$ cat src/rtl/serial_port_pkg.sv
// Shared SFR addresses, SCON bit positions and frame state codes for the
// mode-1 serial port.
package serial_port_pkg;

  localparam logic [7:0] SFR_SCON = 8'h98;
  localparam logic [7:0] SFR_SBUF = 8'h99;

  localparam int SCON_RI  = 0;
  localparam int SCON_TI  = 1;
  localparam int SCON_RB8 = 2;
  localparam int SCON_TB8 = 3;
  localparam int SCON_REN = 4;
  localparam int SCON_SM2 = 5;

  // Bit-addressable SCON occupies bit addresses 0x98..0x9F.
  localparam logic [4:0] SCON_BIT_BASE = 5'b10011;

  typedef enum logic [1:0] {
    ST_IDLE  = 2'd0,
    ST_START = 2'd1,
    ST_DATA  = 2'd2,
    ST_STOP  = 2'd3
  } frame_state_t;

  function automatic logic majority3(input logic a, input logic b, input logic c);
    return (a & b) | (a & c) | (b & c);
  endfunction

endpackage

$ cat src/rtl/serial_rx_fsm.sv
// Mode-1 receiver: two-flop rxd synchroniser, 3-sample majority vote and
// the start/data/stop frame FSM. Reports a completed frame via a one-cycle load.
module serial_rx_fsm
  import serial_port_pkg::*;
(
  input  logic         clock,
  input  logic         reset,
  input  logic         se,
  input  logic         rxd,
  input  logic         ren,
  input  logic         ri,
  input  logic         sm2,
  output logic         load,
  output logic [7:0]   data,
  output logic         stop_bit,
  output frame_state_t state_dbg
);

  frame_state_t state, state_next;
  logic       rxd_s1, rxd_s2, rxd_prev;
  logic [3:0] cnt;
  logic [2:0] bit_idx;
  logic [7:0] shift;
  logic       s7, s8;
  logic       vote, fall, at9, at15;

  always_comb begin
    vote       = majority3(s7, s8, rxd_s2);
    fall       = rxd_prev & ~rxd_s2;
    at9        = se && (cnt == 4'd9);
    at15       = se && (cnt == 4'd15);
    state_next = state;
    load       = 1'b0;
    if (!ren) begin
      state_next = ST_IDLE;
    end else begin
      case (state)
        ST_IDLE:  if (fall) state_next = ST_START;
        ST_START: begin
          if (at9 && vote) state_next = ST_IDLE;
          else if (at15)   state_next = ST_DATA;
        end
        ST_DATA:  if (at15 && (bit_idx == 3'd7)) state_next = ST_STOP;
        ST_STOP: begin
          // Decide at count 9 and leave at once so a back-to-back start is seen.
          if (at9) begin
            state_next = ST_IDLE;
            load       = ~ri & (~sm2 | vote);
          end
        end
      endcase
    end
  end

  assign data      = shift;
  assign stop_bit  = vote;
  assign state_dbg = state;

  always_ff @(posedge clock) begin
    if (reset) begin
      rxd_s1   <= 1'b1;
      rxd_s2   <= 1'b1;
      rxd_prev <= 1'b1;
      state    <= ST_IDLE;
      cnt      <= 4'd0;
      bit_idx  <= 3'd0;
      shift    <= 8'd0;
      s7       <= 1'b0;
      s8       <= 1'b0;
    end else begin
      rxd_s1   <= rxd;
      rxd_s2   <= rxd_s1;
      rxd_prev <= rxd_s2;
      state    <= state_next;
      if (state == ST_IDLE || state_next == ST_IDLE) begin
        cnt     <= 4'd0;
        bit_idx <= 3'd0;
      end else if (se) begin
        cnt <= cnt + 4'd1;
        if (cnt == 4'd7) s7 <= rxd_s2;
        if (cnt == 4'd8) s8 <= rxd_s2;
        if (state == ST_DATA && cnt == 4'd9)  shift   <= {vote, shift[7:1]};
        if (state == ST_DATA && cnt == 4'd15) bit_idx <= bit_idx + 3'd1;
      end
    end
  end

endmodule

$ cat src/rtl/serial_port.sv
// 8051 serial port, mode 1: SCON/SBUF SFRs, baud prescaler from the timer
// overflow, transmitter FSM, and the receiver sub-module.
module serial_port
  import serial_port_pkg::*;
(
  input  logic       clock,
  input  logic       reset,
  input  logic [7:0] wr_addr,
  input  logic [7:0] data_in,
  input  logic       wr,
  input  logic       wr_bit,
  input  logic       tick_in,
  input  logic       smod,
  input  logic       rxd,
  output logic       txd,
  output logic [7:0] scon,
  output logic [7:0] sbuf_rx,
  output logic       int_req
);

  frame_state_t tx_state, tx_next, rx_state;
  logic       half, se;
  logic [3:0] tx_cnt;
  logic [2:0] tx_bit;
  logic [7:0] tx_shift;
  logic       tx_armed, set_ti, tx_at15;
  logic       sbuf_wr, scon_byte_wr, scon_bit_wr;
  logic [7:0] scon_next, rx_data;
  logic       rx_load, rx_stop;

  assign se           = tick_in & (smod | half);
  assign sbuf_wr      = wr & ~wr_bit & (wr_addr == SFR_SBUF);
  assign scon_byte_wr = wr & ~wr_bit & (wr_addr == SFR_SCON);
  assign scon_bit_wr  = wr & wr_bit & (wr_addr[7:3] == SCON_BIT_BASE);
  assign int_req      = scon[SCON_TI] | scon[SCON_RI];

  always_comb begin
    tx_at15 = se && (tx_cnt == 4'd15);
    tx_next = tx_state;
    set_ti  = 1'b0;
    case (tx_state)
      ST_IDLE:  if (tx_armed && se) tx_next = ST_START;
      ST_START: if (tx_at15) tx_next = ST_DATA;
      ST_DATA: begin
        if (tx_at15 && (tx_bit == 3'd7)) begin
          tx_next = ST_STOP;
          set_ti  = 1'b1;
        end
      end
      ST_STOP:  if (tx_at15) tx_next = ST_IDLE;
    endcase
  end

  always_comb begin
    case (tx_state)
      ST_START: txd = 1'b0;
      ST_DATA:  txd = tx_shift[0];
      default:  txd = 1'b1;
    endcase
  end

  // Hardware flag sets are applied after software writes so they win.
  always_comb begin
    scon_next = scon;
    if (scon_byte_wr) scon_next = data_in;
    if (scon_bit_wr)  scon_next[wr_addr[2:0]] = data_in[0];
    if (set_ti)       scon_next[SCON_TI] = 1'b1;
    if (rx_load) begin
      scon_next[SCON_RI]  = 1'b1;
      scon_next[SCON_RB8] = rx_stop;
    end
  end

  always_ff @(posedge clock) begin
    if (reset) begin
      half     <= 1'b0;
      scon     <= 8'd0;
      sbuf_rx  <= 8'd0;
      tx_state <= ST_IDLE;
      tx_cnt   <= 4'd0;
      tx_bit   <= 3'd0;
      tx_shift <= 8'd0;
      tx_armed <= 1'b0;
    end else begin
      if (tick_in) half <= ~half;
      scon     <= scon_next;
      if (rx_load) sbuf_rx <= rx_data;
      tx_state <= tx_next;
      if (tx_state == ST_IDLE) begin
        tx_cnt <= 4'd0;
        tx_bit <= 3'd0;
        // A write landing on the cycle TX commits to START is dropped.
        if (tx_next == ST_START) begin
          tx_armed <= 1'b0;
        end else if (sbuf_wr) begin
          tx_shift <= data_in;
          tx_armed <= 1'b1;
        end
      end else if (se) begin
        tx_cnt <= tx_cnt + 4'd1;
        if (tx_state == ST_DATA && tx_cnt == 4'd15) begin
          tx_shift <= {1'b0, tx_shift[7:1]};
          tx_bit   <= tx_bit + 3'd1;
        end
      end
    end
  end

  serial_rx_fsm u_rx (
    .clock     (clock),
    .reset     (reset),
    .se        (se),
    .rxd       (rxd),
    .ren       (scon[SCON_REN]),
    .ri        (scon[SCON_RI]),
    .sm2       (scon[SCON_SM2]),
    .load      (rx_load),
    .data      (rx_data),
    .stop_bit  (rx_stop),
    .state_dbg (rx_state)
  );

endmodule
$ cat config.mk
export PLATFORM = sky130hd
export DESIGN_NAME = serial_port
export DESIGN_NICKNAME = d
export VERILOG_FILES = /design/src/rtl/serial_port_pkg.sv /design/src/rtl/serial_rx_fsm.sv /design/src/rtl/serial_port.sv
export SDC_FILE = /design/constraint.sdc
export NUM_CORES = 1
export LEC_CHECK = 0
export BUFFER_PORTS_ARGS = -buffer_cell sky130_fd_sc_hd__buf_4
export CAP_MARGIN = 10
export CORE_UTILIZATION = 50
export CTS_CLUSTER_SIZE = 40
export DETAILED_ROUTE_END_ITERATION = 12
export MAX_ROUTING_LAYER = met4
export PLACE_DENSITY = 0.79
export SETUP_SLACK_MARGIN = 0.4
export SLEW_MARGIN = 30
export SYNTH_ARGS = -nofsm -noshare
export SYNTH_HDL_FRONTEND = slang
export SYNTH_SLANG_ARGS = --single-unit
$ cat constraint.sdc
create_clock -name clock -period 2.5 [get_ports clock]
set_input_delay 0.375 -clock clock [delete_from_list [all_inputs] [get_ports clock]]
set_output_delay 0.375 -clock clock [all_outputs]
set_load 0.02 [all_outputs]
==> out/results.txt, run 1 <==
Leak Pwr: 1.54 nW
die height: 78.5 microns
worst hold path class: in2reg
PD cells: 578 nW/um^2
synthesized area: 2930 sq um
Final Hold Vio Count: 0
Area Growth Syn to Fin: 17.6%
M1 wire length: 2.89 mm
Detailed Route WL: 5.96 mm
asr flop ratio synth: 0%
CTS Buffer Depth: 2
Net Count, Synth: 335
I/O pin count: 41
antenna violations before repair: 0
die area: 6170 sq um
GRT Resource Usage Total: 21.4%
Root Driver: clkbuf_8
Worst setup SP type: flop
clk_skew: 7.16 ps
max-cap violations: 0
synth unique cells: 61
synth top area cells: dfxtp_1, mux2i_1, nor2_1, ha_1, o31ai_2
CP max stage delay: 590 ps
CTS buffer count: 9
drt via density: 5.58
synth warn: 0
Clock Sinks: 57
row cnt: 27
Critical-path top delay cell: dfxtp_1
DR iter-0 viols: 107
first-pass GRT wire length: 10.0 mm
port buffer count: 40
# Post-CTS Setup Buffers: 0
Reg2Reg Setup Slack: 590 ps
Min Hold Slack: 227 ps
Yosys reg bits: 57
core area: 5570 sq um
highest routed layer: met4
worst slew pin tran: 553 ps
Required @ worst endpoint: 2120 ps
Initial Utilization: 52.5%
diode count: 0
DRT Pass-1 Iters: 4
CTS tree: yes
metal2 WL: 2.75 mm
status: finished clean
Synth area leader: dfxtp_1
pin count of the biggest net entering global routing: 39
Post-synth EDFFs: 0
# fillers: 481
Mean Syn Cell Area: 9.63 sq um
Post-Syn Instances: 304
final worst-path cycle share: 76.5%
worst setup margin: 588 ps
clock-pin slew on the worst setup and hold paths: 70 ps
Synth top area share: 39.0%
Crit Path Max Fanout: 7
headroom to the max-slew limit: 63.1%
VDD IR max: 0.413 mV
Setup Crit Path Kind: reg2out
final setup vio count: 0
drt drc: 0
RSZ-0062 raised after global routing: no
setup TNS: 0 ps
dpl ws: 345 ps
reg2reg start: tx_state[1]
vias in the first global route: 2180
Seq/Total Area, Yosys: 39.0%
Max Slew Vio Count: 0
WL/cell: 14.4 microns
GRT overflow: 0
worst skew pair latency: 330 ps
Final nets: 369
Critical Path Start: tx_state[1]
Post-DRT Antenna Nets: 0
WP data arrival: 1540 ps
layout cells sized above 1: 24.2%
GP Congestion: 0.913
Hold Startpoint: rxd
CP Cell Sequence: or2b_1, nor2_1, a21oi_1, buf_4
metal3 WL: 241 microns
Tmin final: 1910 ps
number of H-tree levels: 3
DIE WIDTH: 78.5 microns
top_reg_cell synth: dfxtp_1
Via Count: 2314
post-DP HPWL: 4.08 mm
fmax: 523 MHz
crit path capture type: output port
## layout make-up
type / count / area [sq um] / share of cell area, %
tap: 72 / 90.1 / 2.62
clock buffer: 9 / 124 / 3.60
inverter: 9 / 33.8 / 0.981
clock inverter: 7 / 103 / 2.98
multi-input combinational: 219 / 1640 / 47.5
timing repair buffer: 42 / 315 / 9.15
sequential: 57 / 1140 / 33.1
## state kept, by name, summed over array words and instances (netlist names), 2 cells and up
register,cells
sbuf_rx,8
scon,8
tx_shift,8
u_rx.data,8
tx_cnt,4
u_rx.cnt,4
tx_bit,3
u_rx.bit_idx,3
tx_state,2
u_rx.state_dbg,2
## cell usage after synthesis, drive strengths merged (5+ instances only)
| cell type | instances |
|---|---|
| a21oi | 9 |
| buf | 13 |
| clkbuf | 6 |
| dfxtp | 57 |
| ha | 8 |
| inv | 9 |
| mux2i | 35 |
| nand2 | 16 |
| nand3 | 5 |
| nand4 | 6 |
| nor2 | 40 |
| nor3 | 8 |
| o21ai | 6 |
| o311ai | 8 |
| o31ai | 9 |
| or2 | 6 |
| xnor2 | 5 |
## per-stage QoR
stage | total power [mW] | cell area, sq um | cells | utilization, %
after floorplan | 0.997 | 2930 | 304 | -
after detailed placement | 1.04 | 3200 | 399 | 57.4
final | 1.99 | 3440 | 415 | 61.8
after global placement | 1.04 | 3200 | 399 | 57.4
after global routing | 2.06 | 3440 | 415 | 61.8
after CTS | 2.00 | 3420 | 415 | 61.4
## kinds of logic (layout without fill, tap and decap cells)
family          after synthesis  count (layout)  share of synthesized area, %
compound gates               56              56                          16.1
xor+xnor                      9               9                          2.69
fa+ha+maj                     9               9                          3.76
buf+inv                      28              67                          5.77
flops                        57              57                          39.0
mux                          35              35                          12.0
simple gates                110             110                          20.8
## final timing paths
kind                                    end  depth (start not counted)
worst max-delay path                    txd                          4
worst min-delay path            u_rx.rxd_s1                          2
worst max register to register  tx_shift[6]                          5
worst min register to register  u_rx.rxd_s2                          1
## critical path, delay by kind of cell (launching register included)
| family | cells | cell delay (ps) |
|---|---|---|
| compound gates | 1 | 60 |
| buf+inv | 1 | 170 |
| flops | 1 | 590 |
| simple gates | 2 | 390 |
## repair_timing
action                                  CTS  global route
endpoints found under the setup margin    0            14
hold buffers                              0             0
gates resized for setup                   0             4
## report_power, final
part	internal [mW]	total, mW	leakage, nW	switching, mW
Clock	0.569	0.972	0.110	0.403
Sequential	0.911	0.915	0.460	0.00330
Combinational	0.0432	0.106	0.969	0.0628
Total	1.52	1.99	1.54	0.469
## placed cells by master, fill, tap and decap left out, drive strengths merged, types with 2 or more instances in the layout
cell type / synthesis / routed
a211oi: 2 / 2
a21o: 3 / 3
a21oi: 9 / 9
a311oi: 2 / 2
a31oi: 4 / 4
and2: 3 / 3
and3: 2 / 2
and3b: 2 / 2
buf: 13 / 42
bufinv: 0 / 2
clkbuf: 6 / 9
clkinv: 0 / 3
dfxtp: 57 / 57
ha: 8 / 8
inv: 9 / 10
mux2i: 35 / 35
nand2: 16 / 16
nand2b: 4 / 4
nand3: 5 / 5
nand3b: 2 / 2
nand4: 6 / 6
nand4b: 2 / 2
nor2: 40 / 40
nor3: 8 / 8
nor3b: 2 / 2
o211a: 2 / 2
o21ai: 6 / 6
o311a: 2 / 2
o311ai: 8 / 8
o31ai: 9 / 9
or2: 6 / 6
or2b: 2 / 2
or3: 3 / 3
or3b: 2 / 2
xnor2: 5 / 5
xor2: 4 / 4
## per-layer routing
metal / track usage (%) / up-vias
li1: - / 1167
met4: 8.52 / 0
met5: - / -
met2: 32.8 / 47
met1: 26.7 / 1092
met3: 5.93 / 8
No activity file was read; power rests on OpenSTA's default activity.
==> inputs of run 2 (changes only) <==
Settings changed: ABC_AREA set to 1, PLACE_DENSITY 0.79 to 0.82.
Clock period 2.5 ns to 1.64 ns, I/O delays scaled along.
==> out/results.txt, run 2 <==
status: finished with violations
failing checks: setup timing
number of H-tree levels: 3 (unchanged)
headroom to the max-slew limit: 70.5% (+7.4 points)
final worst-path cycle share: 104%
Final Hold Vio Count: 0 (unchanged)
Leak Pwr: 1.65 nW (+7.5%)
DRT Pass-1 Iters: 6 (+2)
Post-Syn Instances: 392 (+29%)
port buffer count: 40 (unchanged)
dpl ws: 6.84 ps (-338 ps)
drt via density: 5.40 (-3.2%)
worst slew pin tran: 441 ps (-111 ps)
clock-pin slew on the worst setup and hold paths: 70 ps (about the same)
pin count of the biggest net entering global routing: 27 (-31%)
clock share of power: 41.6% (-7.2 points)
DIE WIDTH: 77.5 microns (-1.3%)
switching power share of the total: 25.9% (+2.3 points)
Critical-path top delay cell: dfxtp_2
first-pass GRT wire length: 12.4 mm (+24%)
WL/cell: 14.7 microns (+2.6%)
I/O pin count: 41 (unchanged)
worst hold path class: in2reg
DR iter-0 viols: 177 (+65%)
Reg2Reg Setup Slack: -60 ps (-650 ps)
post-DP HPWL: 4.46 mm (+9.4%)
core area: 5510 sq um (-1.2%)
Hold Startpoint: rxd
PD cells: 660 nW/um^2 (+14%)
synth warn: 0 (unchanged)
synthesized area: 2850 sq um (-2.7%)
CTS buffer count: 9 (unchanged)
worst skew pair latency: 340 ps (about the same)
drt drc: 0 (unchanged)
CP max stage delay: 350 ps (-240 ps)
CTS Buffer Depth: 2 (unchanged)
Net Count, Synth: 423 (+26%)
most common cell in the synthesized netlist: nand2_1
Clock Sinks: 57 (unchanged)
diode count: 0 (unchanged)
Seq/Total Area, Yosys: 40.1% (+1.1 points)
Area Growth Syn to Fin: 44.0%
Synth top area share: 40.1% (+1.1 points)
Post-Place Cells: 496 (+24%)
layout cells sized above 1: 45.2% (+21 points)
CTS tree: yes
synth unique cells: 35 (-43%)
CP Cell Sequence: inv_1, nand2_1, nor2_4, nand2_4, a21oi_2, nand2_2, nand2_4, nand2_8, a21oi_1, nor2_1
row cnt: 27 (unchanged)
Int Pwr: 2.01 mW (+32%)
sw power: 700 uW (+49%)
top_reg_cell synth: dfxtp_1
sequential group share of total power: 51.2% (+5.3 points)
Synth area leader: dfxtp_1
Via Count: 2959 (+28%)
VDD IR max: 0.593 mV (+44%)
Required @ worst endpoint: 1880 ps (-240 ps)
Max Slew Vio Count: 0 (unchanged)
max-cap violations: 0 (unchanged)
Tmin final: 1700 ps
fmax: 588 MHz
Post-synth EDFFs: 0 (unchanged)
final cell count without fillers: 548 (+32%)
hold depth: 2 (unchanged)
RSZ-0062 raised after global routing: yes
# fillers: 363 (-25%)
RR Endpoint: u_rx.data[3]
FF-to-FF path depth: 10 (+5)
CP dominant cell by count: nand2_4
clk_skew: 9.00 ps (+1.84 ps)
GP Congestion: 0.901 (-1.4%)
most frequent cells in the layout: buf_4, nand2_1, dfxtp_1
Min Hold Slack: 85.4 ps (-142 ps)
power share of the combinational group: 7.2% (+1.9 points)
WP data arrival: 1940 ps (+400 ps)
Initial Utilization: 51.7% (-0.79 points)
die area: 6000 sq um (-2.6%)
antenna violations before repair: 0 (unchanged)
Worst setup SP type: flop
die height: 77.5 microns (-1.3%)
GRT Resource Usage Total: 27.0% (+5.6 points)
Detailed Route WL: 8.07 mm (+35%)
synth top area cells: dfxtp_1, nand2_1, a21oi_1, nor2_1, inv_1
crit path capture type: flop
Final nets: 502 (+36%)
GRT overflow: 0 (unchanged)
Yosys reg bits: 57 (unchanged)
overall power: 2.71 mW (+36%)
Post-DRT Antenna Nets: 0 (unchanged)
top cells by count, synth: nand2_1, dfxtp_1, nor2_1
commonest non-fill, non-tap cell in the layout: buf_4
Hold Path Sink: u_rx.rxd_s1
reg2reg start: u_rx.cnt[2]
vias in the first global route: 2816 (+29%)
final setup vio count: 16 (+16)
Root Driver: clkbuf_8
Mean Syn Cell Area: 7.27 sq um (-25%)
Crit Path Max Fanout: 8 (+1)
asr flop ratio synth: 0% (unchanged)
Critical Path Start: u_rx.cnt[2]
worst setup margin: -59.3 ps (-647 ps)
Setup Crit Path Kind: reg2reg
-- run 2: cell types whose count changed after synthesis, sizes merged, moves of 6 or more --
cell / delta
nor3: +6
nand3: +25
nand2: +49
mux2i: -34
inv: +42
nor2: +13
o311ai: -8
o21ai: +25
a21oi: +40
o31ai: -9
-- run 2: cell type report --
cell class | count | area, sq um | area share (%)
clock buffer | 10 | 128 | 3.11
tap | 72 | 90.1 | 2.20
multi-input combinational | 271 | 1800 | 44.0
timing repair buffer | 79 | 652 | 15.9
clock inverter | 6 | 35.0 | 0.854
inverter | 51 | 209 | 5.09
sequential | 57 | 1170 | 28.6
timing repair inverter | 2 | 13.8 | 0.335
-- run 2: critical path, delay by kind of cell, from the launching register on --
family / cells / cell delay (ps)
flops: 1 / 350
buf+inv: 1 / 110
simple gates: 7 / 800
compound gates: 2 / 330
-- run 2: routing by layer --
layer | GRT usage [%] | vias to the layer above | wire, microns
met4 | 10.6 | 0 | 158
met3 | 7.76 | 18 | 385
met5 | - | - | 0
met2 | 46.8 | 112 | 4240
met1 | 28.9 | 1392 | 3290
li1 | - | 1437 | -
-- run 2: how the worst max path moves through the flow --
stage          cells after the start  slack, ps            to
2_1_floorplan                     13        160  u_rx.data[0]
3_3_place_gp                      12         60       u_rx.s8
3_5_place_dp                      12          7       u_rx.s8
4_1_cts                           13         80       u_rx.s8
5_1_grt                           12       -130       u_rx.s8
6_report                          10        -60  u_rx.data[3]
-- run 2: what timing repair did --
item	in CTS	in global routing
hold buffers	0	0
endpoints found under the setup margin	46	57
buffers inserted	23	9
resized for setup	71	38
cloned	4	0
pin swaps	16	9
-- run 2: power groups by stage --
stage / sequential [mW] / combinational [mW] / clock (mW)
2_1_floorplan: 1.43 / 0.0850 / 0
3_3_place_gp: 1.43 / 0.152 / 0
3_5_place_dp: 1.43 / 0.155 / 0
4_1_cts: 1.39 / 0.186 / 1.13
5_1_grt: 1.39 / 0.210 / 1.21
6_report: 1.39 / 0.194 / 1.13
-- run 2: cell families after synthesis --
family	synth area share, %
AND/OR/NAND/NOR	28.3
adder cells (fa/ha/maj)	3.51
flip-flops	40.1
buffers and inverters	10.1
AO/OA/AOI/OAI	16.1
multiplexers	0.351
XOR/XNOR	1.54
-- run 2: per-stage QoR --
stage          area, sq um  TNS, ps  utilization (%)
2_1_floorplan         2920        0                -
3_3_place_gp          3290        0             59.7
3_5_place_dp          3290        0             59.7
4_1_cts               3910        0             70.9
5_1_grt               4100    -1590             74.5
6_report              4100     -470             74.5
==> inputs of run 3 (changes only) <==
Settings changed: CORE_UTILIZATION 50 to 45, HOLD_SLACK_MARGIN set to 0.05, PLACE_DENSITY 0.82 to 0.76.
==> out/results.txt, run 3 (synthesis gave the netlist of run 2 again) <==
Min Hold Slack: 83.2 ps (-2.21 ps)
Setup Crit Path Kind: reg2reg
first-pass GRT wire length: 12.6 mm (+1.6%)
GRT overflow: 0 (unchanged)
worst skew pair latency: 350 ps (about the same)
CTS Buffer Depth: 2 (unchanged)
clock-pin slew on the worst setup and hold paths: 70 ps (about the same)
I/O pin count: 41 (unchanged)
DRT Pass-1 Iters: 6 (unchanged)
RSZ-0062 raised after global routing: yes
crit path capture type: flop
VDD IR max: 0.534 mV (-9.9%)
Root Driver: clkbuf_8
headroom to the max-slew limit: 68.6% (-1.9 points)
diode count: 0 (unchanged)
core area: 6030 sq um (+9.4%)
Critical-path top delay cell: dfxtp_1
failing checks: setup timing
Clock Sinks: 57 (unchanged)
WP data arrival: 1980 ps (+40 ps)
Area Growth Syn to Fin: 59.3%
pin count of the biggest net entering global routing: 22 (-19%)
Post-DRT Antenna Nets: 0 (unchanged)
Final nets: 517 (+3.0%)
vias in the first global route: 2782 (-1.2%)
drt via density: 5.54 (+2.5%)
CP Cell Sequence: inv_1, nand2_4, nor2_4, nand2_4, buf_4, inv_4, nand3_4, inv_6, o21ai_1, a21oi_1
GP Congestion: 0.909 (+0.95%)
GRT Resource Usage Total: 25.8% (-1.2 points)
worst slew pin tran: 467 ps (+26.1 ps)
row cnt: 28 (+3.7%)
Required @ worst endpoint: 1900 ps (+20 ps)
Initial Utilization: 47.3% (-4.5 points)
final worst-path cycle share: 105% (+1.6 points)
Worst setup SP type: flop
Detailed Route WL: 9.16 mm (+14%)
WL/cell: 16.2 microns (+9.9%)
worst hold path class: in2reg
CP max stage delay: 350 ps (about the same)
CTS tree: yes
commonest non-fill, non-tap cell in the layout: buf_4
max-cap violations: 0 (unchanged)
Leak Pwr: 1.81 nW (+9.3%)
clk_skew: 8.29 ps (-0.707 ps)
CTS buffer count: 9 (unchanged)
post-DP HPWL: 4.45 mm (-0.22%)
DR iter-0 viols: 207 (+17%)
fmax: 580 MHz (-1.5%)
number of H-tree levels: 3 (unchanged)
die height: 81.6 microns (+5.3%)
Post-CTS Hold Buffers: 0 (unchanged)
final setup vio count: 16 (unchanged)
status: finished with violations
Max Slew Vio Count: 0 (unchanged)
die area: 6650 sq um (+11%)
DIE WIDTH: 81.6 microns (+5.3%)
drt drc: 0 (unchanged)
layout cells sized above 1: 51.1% (+6.0 points)
CP dominant cell by count: nand2_4
Tmin final: 1730 ps (+25.9 ps)
most frequent cells in the layout: buf_4, nand2_1, dfxtp_1
PD cells: 650 nW/um^2 (-1.4%)
Final Hold Vio Count: 0 (unchanged)
worst setup margin: -85.2 ps (-25.9 ps)
port buffer count: 40 (unchanged)
overall power: 2.95 mW (+9.0%)
antenna violations before repair: 0 (unchanged)
Crit Path Max Fanout: 8 (unchanged)
Via Count: 3134 (+5.9%)
Final Core Density: 75.3% (+0.80 points)
-- run 3: changes by cell type in the layout (fill, tap and decap cells not counted), sizes merged --
cell	change
clkinv	-1
bufinv	+1
clkinvlp	-2
buf	+14
inv	-1
clkbuf	+4
-- run 3: timing repair --
item,CTS,global route
resized for setup,77,106
cloned,4,1
pin swaps,26,36
hold endpoints to repair,0,0
setup buffers,31,13
setup endpoints to repair,48,56
-- run 3: final cells by class --
class	instances	area, sq um
inverters	51	224
multi-input cells	271	2010
clock inverters	3	40.0
fillers	370	1490
repair inverters	2	23.8
well taps	75	93.8
flip-flops and latches	57	1170
clock buffers	13	149
repair buffers	94	826
-- run 3: per-layer routing --
layer  up-vias  GRT usage, %  share of wire, %
met3        46          6.00               5.6
met2       141          44.3                52
li1       1471             -                 -
met1      1476          29.6                38
met4         0          8.42               4.1
met5         -             -                 0
-- run 3: worst paths after layout --
kind / start / endpoint / slack, ps / cells after the start
max: u_rx.cnt[2] / sbuf_rx[7] / -90 / 10
min: rxd / u_rx.rxd_s1 / 80 / 2
max reg2reg: u_rx.cnt[2] / sbuf_rx[7] / -90 / 10
min reg2reg: u_rx.rxd_s1 / u_rx.rxd_s2 / 450 / 1
-- run 3: per-stage QoR --
step	setup TNS, ps	cells	cell area (sq um)	setup slack (ps)
final	-535	566	4540	-85.2
after global routing	-2140	566	4540	-185
after CTS	0	552	4040	55.8
after detailed placement	-18.6	501	3290	-18.6
after global placement	-34.0	501	3290	-34.0
after floorplan	0	392	2920	157
-- run 3: power breakdown --
part           switching (mW)  internal, mW
clock                   0.596         0.740
sequential            0.00467          1.38
combinational           0.123         0.105
total                   0.724          2.23
-- run 3: critical path: cells and delay by family, from the launching register on --
family / cells / cell delay [ps]
flip-flops: 1 / 350
buffers and inverters: 4 / 510
AND/OR/NAND/NOR: 4 / 520
AO/OA/AOI/OAI: 2 / 260
